`config.mk`:
```
export PLATFORM = sky130hd
export DESIGN_NAME = univ_shift_reg
export DESIGN_NICKNAME = d
export VERILOG_FILES = /design/src/rtl/univ_shift_pkg.sv /design/src/rtl/shift_burst_ctrl.sv /design/src/rtl/univ_shift_reg.sv
export SDC_FILE = /design/constraint.sdc
export NUM_CORES = 1
export LEC_CHECK = 0
export ABC_CLOCK_PERIOD_IN_PS = 1800
export CORE_MARGIN = 2
export CORE_UTILIZATION = 42
export CTS_CLUSTER_DIAMETER = 150
export CTS_CLUSTER_SIZE = 28
export DETAILED_ROUTE_END_ITERATION = 10
export PLACE_DENSITY = 0.81
export SLEW_MARGIN = 25
export SYNTH_ARGS = -nofsm -noshare
export SYNTH_HDL_FRONTEND = slang
export SYNTH_SLANG_ARGS = --single-unit
```
`constraint.sdc`:
```
create_clock -name clk -period 1.8 [get_ports clk]
set_input_delay 0.27 -clock clk [delete_from_list [all_inputs] [get_ports clk]]
set_output_delay 0.27 -clock clk [all_outputs]
set_load 0.1 [all_outputs]
```
`src/rtl/univ_shift_pkg.sv`:
```
// -----------------------------------------------------------------------------
// univ_shift_pkg
// Shared definitions for the universal shift register and its burst controller.
//   - MODE_* : encodings of the 2-bit mode input
//   - cmd_t  : effective register command (same encoding as mode)
//   - state_t: burst controller state encoding
//   - cnt_width(): width of the burst down-counter for a given register width
// -----------------------------------------------------------------------------
package univ_shift_pkg;

    localparam logic [1:0] MODE_HOLD = 2'b00;
    localparam logic [1:0] MODE_SHR  = 2'b01;
    localparam logic [1:0] MODE_SHL  = 2'b10;
    localparam logic [1:0] MODE_LOAD = 2'b11;

    // Command applied to the data register on the next rising edge.
    typedef enum logic [1:0] {
        CMD_HOLD = 2'b00,
        CMD_SHR  = 2'b01,
        CMD_SHL  = 2'b10,
        CMD_LOAD = 2'b11
    } cmd_t;

    typedef enum logic {
        ST_IDLE  = 1'b0,
        ST_SHIFT = 1'b1
    } state_t;

    // Counter width able to hold WIDTH-1; never narrower than one bit.
    function automatic int unsigned cnt_width(input int unsigned width);
        return (width > 2) ? $clog2(width) : 1;
    endfunction

endpackage : univ_shift_pkg

```
`src/rtl/shift_burst_ctrl.sv`:
```
// -----------------------------------------------------------------------------
// shift_burst_ctrl
// Burst sequencer: turns a start strobe into WIDTH consecutive shifts in the
// direction given by mode on the start edge, and otherwise passes mode through
// as the register command.
// Ports:
//   clk, rst     : clock, synchronous active-high reset
//   start        : burst request, honoured only in IDLE with a shift mode
//   mode         : requested register mode
//   shift_cmd_c  : effective command for the data register (combinational,
//                  derived from registered state and the mode input)
//   busy         : registered, high while in SHIFT
//   done         : registered, one-cycle pulse after the last burst shift
// -----------------------------------------------------------------------------
module shift_burst_ctrl
    import univ_shift_pkg::*;
#(
    parameter int unsigned WIDTH = 8
) (
    input  logic       clk,
    input  logic       rst,
    input  logic       start,
    input  logic [1:0] mode,
    output cmd_t       shift_cmd_c,
    output logic       busy,
    output logic       done
);

    localparam int unsigned CNT_W = cnt_width(WIDTH);

    state_t             state;
    logic [CNT_W-1:0]   count;
    logic               dir_left;
    logic               start_ok;

    // A burst may only begin on a shift mode while idle.
    assign start_ok = start && ((mode == MODE_SHR) || (mode == MODE_SHL));

    // In SHIFT the latched direction wins; in IDLE the live mode drives the
    // register, which also makes the start edge perform the first shift.
    always_comb begin
        shift_cmd_c = cmd_t'(mode);
        if (state == ST_SHIFT) begin
            shift_cmd_c = dir_left ? CMD_SHL : CMD_SHR;
        end
    end

    // Burst FSM with down-counter and registered status flags.
    always_ff @(posedge clk) begin
        if (rst) begin
            state    <= ST_IDLE;
            count    <= '0;
            dir_left <= 1'b0;
            busy     <= 1'b0;
            done     <= 1'b0;
        end else begin
            done <= 1'b0;
            case (state)
                ST_IDLE: begin
                    if (start_ok) begin
                        state    <= ST_SHIFT;
                        dir_left <= (mode == MODE_SHL);
                        count    <= CNT_W'(WIDTH - 1);
                        busy     <= 1'b1;
                    end
                end
                ST_SHIFT: begin
                    count <= count - CNT_W'(1);
                    // Count reaching zero marks the WIDTH-th shift.
                    if (count == CNT_W'(1)) begin
                        state <= ST_IDLE;
                        busy  <= 1'b0;
                        done  <= 1'b1;
                    end
                end
                default: begin
                    state <= ST_IDLE;
                    busy  <= 1'b0;
                end
            endcase
        end
    end

endmodule : shift_burst_ctrl

```
`src/rtl/univ_shift_reg.sv`:
```
// -----------------------------------------------------------------------------
// univ_shift_reg
// WIDTH-bit universal register: hold, shift right, shift left, parallel load,
// plus an automatic serial burst that shifts the whole word out on one start.
// Optional build macro SHIFT_ROTATE_EN adds a rotate input that feeds the
// outgoing bit back in instead of ser_in.
// Ports:
//   clk, rst  : clock, synchronous active-high reset
//   mode      : 00 hold, 01 shift right, 10 shift left, 11 load
//   d         : parallel load data
//   ser_in    : serial input bit for shifts
//   start     : burst request
//   rotate    : (SHIFT_ROTATE_EN only) recirculate the shifted-out bit
//   q, q_b    : register contents and its inverse
//   sout_lsb  : q[0]
//   sout_msb  : q[WIDTH-1]
//   busy      : burst in progress
//   done      : one-cycle pulse after a completed burst
// -----------------------------------------------------------------------------
module univ_shift_reg
    import univ_shift_pkg::*;
#(
    parameter int unsigned           WIDTH   = 8,
    parameter logic [WIDTH-1:0]      RST_VAL = {WIDTH{1'b0}}
) (
    input  logic             clk,
    input  logic             rst,
    input  logic [1:0]       mode,
    input  logic [WIDTH-1:0] d,
    input  logic             ser_in,
    input  logic             start,
`ifdef SHIFT_ROTATE_EN
    input  logic             rotate,
`endif
    output logic [WIDTH-1:0] q,
    output logic [WIDTH-1:0] q_b,
    output logic             sout_lsb,
    output logic             sout_msb,
    output logic             busy,
    output logic             done
);

    cmd_t shift_cmd_c;
    logic ins_right_c;
    logic ins_left_c;

    shift_burst_ctrl #(
        .WIDTH (WIDTH)
    ) u_ctrl (
        .clk         (clk),
        .rst         (rst),
        .start       (start),
        .mode        (mode),
        .shift_cmd_c (shift_cmd_c),
        .busy        (busy),
        .done        (done)
    );

    // Bit entering the register on a right or left shift.
`ifdef SHIFT_ROTATE_EN
    assign ins_right_c = rotate ? q[0]       : ser_in;
    assign ins_left_c  = rotate ? q[WIDTH-1] : ser_in;
`else
    assign ins_right_c = ser_in;
    assign ins_left_c  = ser_in;
`endif

    // Data register and shift/load mux.
    always_ff @(posedge clk) begin
        if (rst) begin
            q <= RST_VAL;
        end else begin
            case (shift_cmd_c)
                CMD_SHR:  q <= {ins_right_c, q[WIDTH-1:1]};
                CMD_SHL:  q <= {q[WIDTH-2:0], ins_left_c};
                CMD_LOAD: q <= d;
                default:  q <= q;
            endcase
        end
    end

    // Complementary and serial outputs are pure functions of the register.
    assign q_b      = ~q;
    assign sout_lsb = q[0];
    assign sout_msb = q[WIDTH-1];

endmodule : univ_shift_reg

```
==> results of run 1 <==
[sequential cells by signal, indices dropped and copies added, names as in the netlist]
register and cells:
q 8, u_ctrl.count 3, u_ctrl.busy 1, u_ctrl.dir_left 1
u_ctrl.done 1, u_ctrl.state 1
[power by group]
| group | internal, mW | total [mW] | switching [mW] | leakage, nW |
|---|---|---|---|---|
| clock | 0.0824 | 0.200 | 0.118 | 0.0177 |
| sequential | 0.367 | 0.402 | 0.0346 | 0.127 |
| combinational | 0.162 | 0.562 | 0.400 | 0.360 |
[layout make-up]
| type | instances | area (sq um) | area share, % |
|---|---|---|---|
| Timing Repair Buffer | 38 | 368 | 29.8 |
| Inverter | 11 | 41.3 | 3.35 |
| Clock inverter | 1 | 5.00 | 0.406 |
| Clock buffer | 3 | 22.5 | 1.83 |
| Tap cell | 27 | 33.8 | 2.74 |
| Sequential cell | 15 | 310 | 25.2 |
| Multi-Input combinational cell | 68 | 453 | 36.7 |
[layer usage]
metal	up-vias	wire [um]	track usage [%]	part of all wire (%)
li1	426	-	-	-
met3	2	170	3.37	8.2
met4	0	27	6.67	1.3
met2	55	1070	31.7	51
met5	-	0	0	0
met1	391	813	21.9	39
[per-stage QoR]
step / util, % / setup WS (ps)
3_3_place_gp: 62.1 / 63.4
4_1_cts: 63.5 / 334
2_1_floorplan: - / 315
5_1_grt: 63.5 / 236
3_5_place_dp: 62.1 / 12.4
6_report: 63.5 / 325
[cells by family after synthesis]
kind of cell / count (synthesis) / synth area share, %
AOI/OAI and AO/OA: 30 / 24.6
adders and majority gates: 3 / 4.41
buffers and inverters: 19 / 11.5
DFF: 15 / 35.3
muxes: 3 / 4.12
and+or+nand+nor: 32 / 20.1
[cell usage in the layout (no fill, tap or decap)]
cell	Yosys	final
a31oi_1	8	8
a221o_1	1	1
clkbuf_4	0	3
and2b_1	1	1
nor3b_4	1	1
mux2i_2	1	1
nand2_1	8	8
clkdlybuf4s50_1	0	13
nand3b_1	2	2
ha_1	3	3
o21ai_1	8	8
o21a_1	1	1
inv_1	11	11
nor2b_1	1	1
nor3_2	1	1
a21oi_1	1	1
o21ai_0	1	1
mux2_1	1	1
dfxtp_2	0	8
dfxtp_1	15	7
and2_0	1	1
a311oi_1	7	7
nor3b_2	1	1
nor2_1	13	13
mux2i_1	1	1
clkinv_2	0	1
a311oi_2	1	1
or3_1	1	1
buf_12	0	4
buf_4	2	21
a211oi_1	2	2
nor3_1	2	2
[critical path, stage by stage]
cell             delay (ps)
clkdlybuf4s50_1         480
inv_1                    50
ha_1                    320
nor3b_2                 240
mux2i_1                 210
nor2_1                   50
[how the worst max path moves through the flow]
stage | from | endpoint | slack, ps | cells past startpoint
floorplan | q[7] | q_b[7] | 320 | 1
global placement | mode[0] | u_ctrl.count[2] | 60 | 6
detailed placement | mode[1] | q[7] | 10 | 5
CTS | mode[1] | q[7] | 330 | 5
global route | mode[0] | u_ctrl.count[1] | 240 | 6
finish | mode[0] | u_ctrl.dir_left | 320 | 6
==> metrics.yaml, run 1 <==
cts_buffer_depth: 2
die_w_um: 49.0
yosysUniqueCellTypes: 30
clk_pin_slew_ps: 100
grt_max_degree: 16
syn_to_final_growth_pct: 45.0
gp_congestion: 0.829
wire_per_inst_um: 12.8
dpl_cell_area_sq_um: 1210
initial_core_util_pct: 43.8
clkLatencyLatePin_ps: 290
max_slew_margin_pct: 63.8
critPathCaptureType: "flip-flop"
skew_ps: 8.25
cts.sinks: 15
drt-initial-drc-count: 31
holdWs_ps: 496
hp-start: "u_ctrl.count[2]"
htree_levels: 1
core-area_sq_um: 1940
rsz0062_at_grt: "false"
synth.cell_area_sq_um: 851
cts_buffers: 3
drive_above_1_share_pct: 30.9
stdcell_count: 163
min_period_ps: 1480
r2r.worst_path.cells: 3
ys_warn_count: 0
fin_setup_tns_ps: 0
tritoncts: "built"
synth_edf_count: 0
die_y_um: 49.0
syn_inst: 102
via_count: 874
min_to: "u_ctrl.count[2]"
fmax_mhz: 678
cp.arrival_ps: 1630
avgSynthCellArea_sq_um: 8.34
crit_type: "in2reg"
async_reset_ff_share_pct: 0
status: "completed"
antenna_cells: 0
overflow: 0
power.total_mw: 1.16
syn_nets: 119
track_usage_pct: 18.1
static-leakage-power_nw: 0.504
wl_um: 2080
drt-vias-per-instance: 5.36
design_area_sq_um: 1230
timing.final.crit_share_pct: 82.0
slew_violations: 0
hold_path_depth: 1
p_per_area_nw_per_um2: 944
drtAntennaViolNets: 0
drc_errors: 0
cts_resized: 0
crit_fanout: 2
r2r-start: "u_ctrl.state"
synth.most_common_cell: "dfxtp_1"
yosys_most_used_dff: "dfxtp_1"
hpwl_um: 1560
synthTopCellsByArea: "dfxtp_1 (35%), a311oi_1 (7.2%), a31oi_1 (5.9%)"
die_area_sq_um: 2400
hold_buffers: 0
antenna_found_initial: 0
synth_commonest_cells: "dfxtp_1 (15), nor2_1 (13), inv_1 (11)"
nets: 154
fill_cells: 170
rrSetupSlack_ps: 370
pin_count: 34
yosys.area.top_type: "dfxtp_1"
tightest_slew_ps: 542
portBuffers: 33
setup_viol: 0
hold_violations: 0
first_global_vias: 776
required_ps: 1960
synth-seq-area-share_pct: 35.3
dp.cells: 159
grt_pass1_wl_um: 3510
hp-class: "reg2reg"
post-cts-setup-buffer-count: 0
peakVddDrop_uv: 681
synth_top_area_share_pct: 35.3
cap_viol_max_count: 0
reg2reg_to: "q[7]"
startpoint_type: "input port"
clock-root-buffer: "clkbuf_4"
num_rows: 16
ys_ff_latch: 15
drtPass1Iterations: 4
Power figures use the tool's default switching activity.
==> run 2, diff against run 1 <==
--- a/config.mk
+++ b/config.mk
@@ -5,13 +5,13 @@
 export SDC_FILE = /design/constraint.sdc
 export NUM_CORES = 1
 export LEC_CHECK = 0
-export ABC_CLOCK_PERIOD_IN_PS = 1800
+export ABC_CLOCK_PERIOD_IN_PS = 1300
 export CORE_MARGIN = 2
-export CORE_UTILIZATION = 42
+export CORE_UTILIZATION = 38
 export CTS_CLUSTER_DIAMETER = 150
 export CTS_CLUSTER_SIZE = 28
 export DETAILED_ROUTE_END_ITERATION = 10
-export PLACE_DENSITY = 0.81
+export PLACE_DENSITY = 0.77
 export SLEW_MARGIN = 25
 export SYNTH_ARGS = -nofsm -noshare
 export SYNTH_HDL_FRONTEND = slang
==> constraint.sdc (replaced) <==
create_clock -name clk -period 1.3 [get_ports clk]
set_input_delay 0.195 -clock clk [delete_from_list [all_inputs] [get_ports clk]]
set_output_delay 0.195 -clock clk [all_outputs]
set_load 0.1 [all_outputs]
==> run 2 against run 1 <==
Net effect:
- the flow now finishes with violations (setup timing)
- global-route usage is 2.9 points higher
- combinational power is 75% higher
- clock skew is 6.2 ps lower
- first-iteration DRC count is 13% higher
- critical path depth stayed put
- die area is 9.6% higher
- non-clock buffer count is 12 higher
- register-to-register slack worse by 400 ps
- clock-buffer cell count stayed put
==> metrics.yaml, run 2 (same netlist as run 1, synthesis figures left out) <==
status: "complete, but fails checks"
violations: "setup timing"
hpwl_um: 1800  # +15%
peakVddDrop_uv: 733  # +7.6%
skew_ps: 2.07  # -6.19 ps
track_usage_pct: 21.0  # +2.9 points
gp_congestion: 0.846  # +2.1%
required_ps: 1490  # -470 ps
setup_viol: 4  # +4
tritoncts: "built"
pin_count: 34  # unchanged
drc_errors: 0  # unchanged
wire_per_inst_um: 14.7  # +16%
first_global_vias: 919  # +18%
grt_pass1_wl_um: 4270  # +22%
r2r.worst_path.cells: 6  # +3
startpoint_type: "flip-flop"
clock-root-buffer: "clkbuf_4"
hold_buffers: 0  # unchanged
crit_type: "reg2reg"
place_ws_ps: -375  # -387 ps
drt-vias-per-instance: 5.32  # -0.82%
timing.final.crit_share_pct: 102
fin_ws_ps: -26.1  # -351 ps
max_slew_margin_pct: 84.0  # +20 points
core-area_sq_um: 2170  # +12%
largest_reg_flops: 8  # unchanged
cts.sinks: 15  # unchanged
rsz0062_at_grt: "true"
clk_pin_slew_ps: 90  # about the same
initial_core_util_pct: 39.2  # -4.6 points
wl_um: 2600  # +25%
cap_viol_max_count: 0  # unchanged
overflow: 0  # unchanged
crit_fanout: 4  # +2
reg_top3: "q x8, u_ctrl.count x3"
mostFrequentLayoutCell: "buf_12"
critPathCaptureType: "flip-flop"
top_register: "q"
cp.arrival_ps: 1520  # -110 ps
portBuffers: 33  # unchanged
utilization_pct: 76.6  # +13 points
nets: 166  # +7.8%
tightest_slew_ps: 239  # -303 ps
cts_buffer_depth: 2  # unchanged
grt_max_degree: 16  # unchanged
antenna_cells: 0  # unchanged
cts_buffers: 3  # unchanged
slew_violations: 0  # unchanged
dpl_cell_area_sq_um: 1520  # +26%
p_per_area_nw_per_um2: 1100  # +17%
via_count: 936  # +7.1%
hp-class: "in2reg"
seq_area_sq_um: 334  # +7.7%
fmax_mhz: 754
drtPass1Iterations: 4  # unchanged
static-leakage-power_nw: 0.638  # +26%
drtAntennaViolNets: 0  # unchanged
syn_to_final_growth_pct: 95.3
antenna_found_initial: 0  # unchanged
power.total_mw: 1.83  # +57%
fill_cells: 145  # -15%
multi_input_area_sq_um: 503  # +11%
final_cell_mix: "buf_12 (21), nor2_1 (13), clkdlybuf4s50_1 (11)"
dp.cells: 167  # +5.0%
drive_above_1_share_pct: 48.6  # +18 points
min_period_ps: 1330
drt-initial-drc-count: 35  # +13%
die_w_um: 51.3  # +4.7%
num_rows: 17  # +1
hold_violations: 0  # unchanged
hold_path_depth: 4  # +3
clkLatencyLatePin_ps: 280  # about the same
htree_levels: 1  # unchanged
die_y_um: 51.3  # +4.7%
stdcell_count: 176  # +8.0%
rrSetupSlack_ps: -30  # -400 ps
design_area_sq_um: 1660  # +35%
die_area_sq_um: 2630  # +9.6%
## run 2: cell types whose count changed in the layout (fill, tap and decap cells not counted), moves of 2 or more
cell,change
clkinvlp_4,+8
a311oi_1,-4
buf_6,+6
inv_1,-8
clkdlybuf4s50_1,-2
dfxtp_2,-8
buf_12,+17
dlygate4sd2_1,+2
a311oi_2,+4
dfxtp_4,+9
buf_4,-11
## run 2: report_power, final
part           internal [mW]  switching, mW  total [mW]
logic                  0.390          0.596       0.986
registers              0.505         0.0767       0.582
clock network          0.114          0.151       0.265
## run 2: area by class of cell
type / count / area share [%]
inverters: 11 / 4.29
clock buffers: 3 / 1.36
well taps: 28 / 2.11
repair buffers: 50 / 41.6
flip-flops and latches: 15 / 20.1
clock inverters: 1 / 0.301
multi-input cells: 68 / 30.3
## run 2: metrics by stage
step	setup TNS [ps]	hold WS, ps
after floorplan	0	257
final	-45.2	500
after global routing	-369	525
after CTS	-114	490
after global placement	-3910	463
after detailed placement	-4280	476
## run 2: metal layers
layer,vias to the layer above,wire (um),track usage [%]
met4,0,14,3.95
met2,38,1370,39.0
met3,4,167,5.56
met1,439,1040,24.1
li1,455,-,-
met5,-,0,0
## run 2: critical path, cell delays in order, from the launching register on
cell and delay (ps):
dfxtp_4 370, buf_6 120, nor3b_4 220, buf_6 140, buf_6 90, o21ai_2 50, a311oi_2 240
## run 2: what timing repair did
action                     in CTS  in global routing
setup endpoints to repair       9                  7
pin swaps                       3                  4
buffers inserted                2                  3
gates resized for setup        10                  9
## run 2: path summary, 6_finish.rpt
path,end,start
worst min register to register,u_ctrl.count[2],u_ctrl.count[2]
worst max-delay path,q[0],u_ctrl.state
worst min-delay path,u_ctrl.dir_left,mode[1]
worst max register to register,q[0],u_ctrl.state
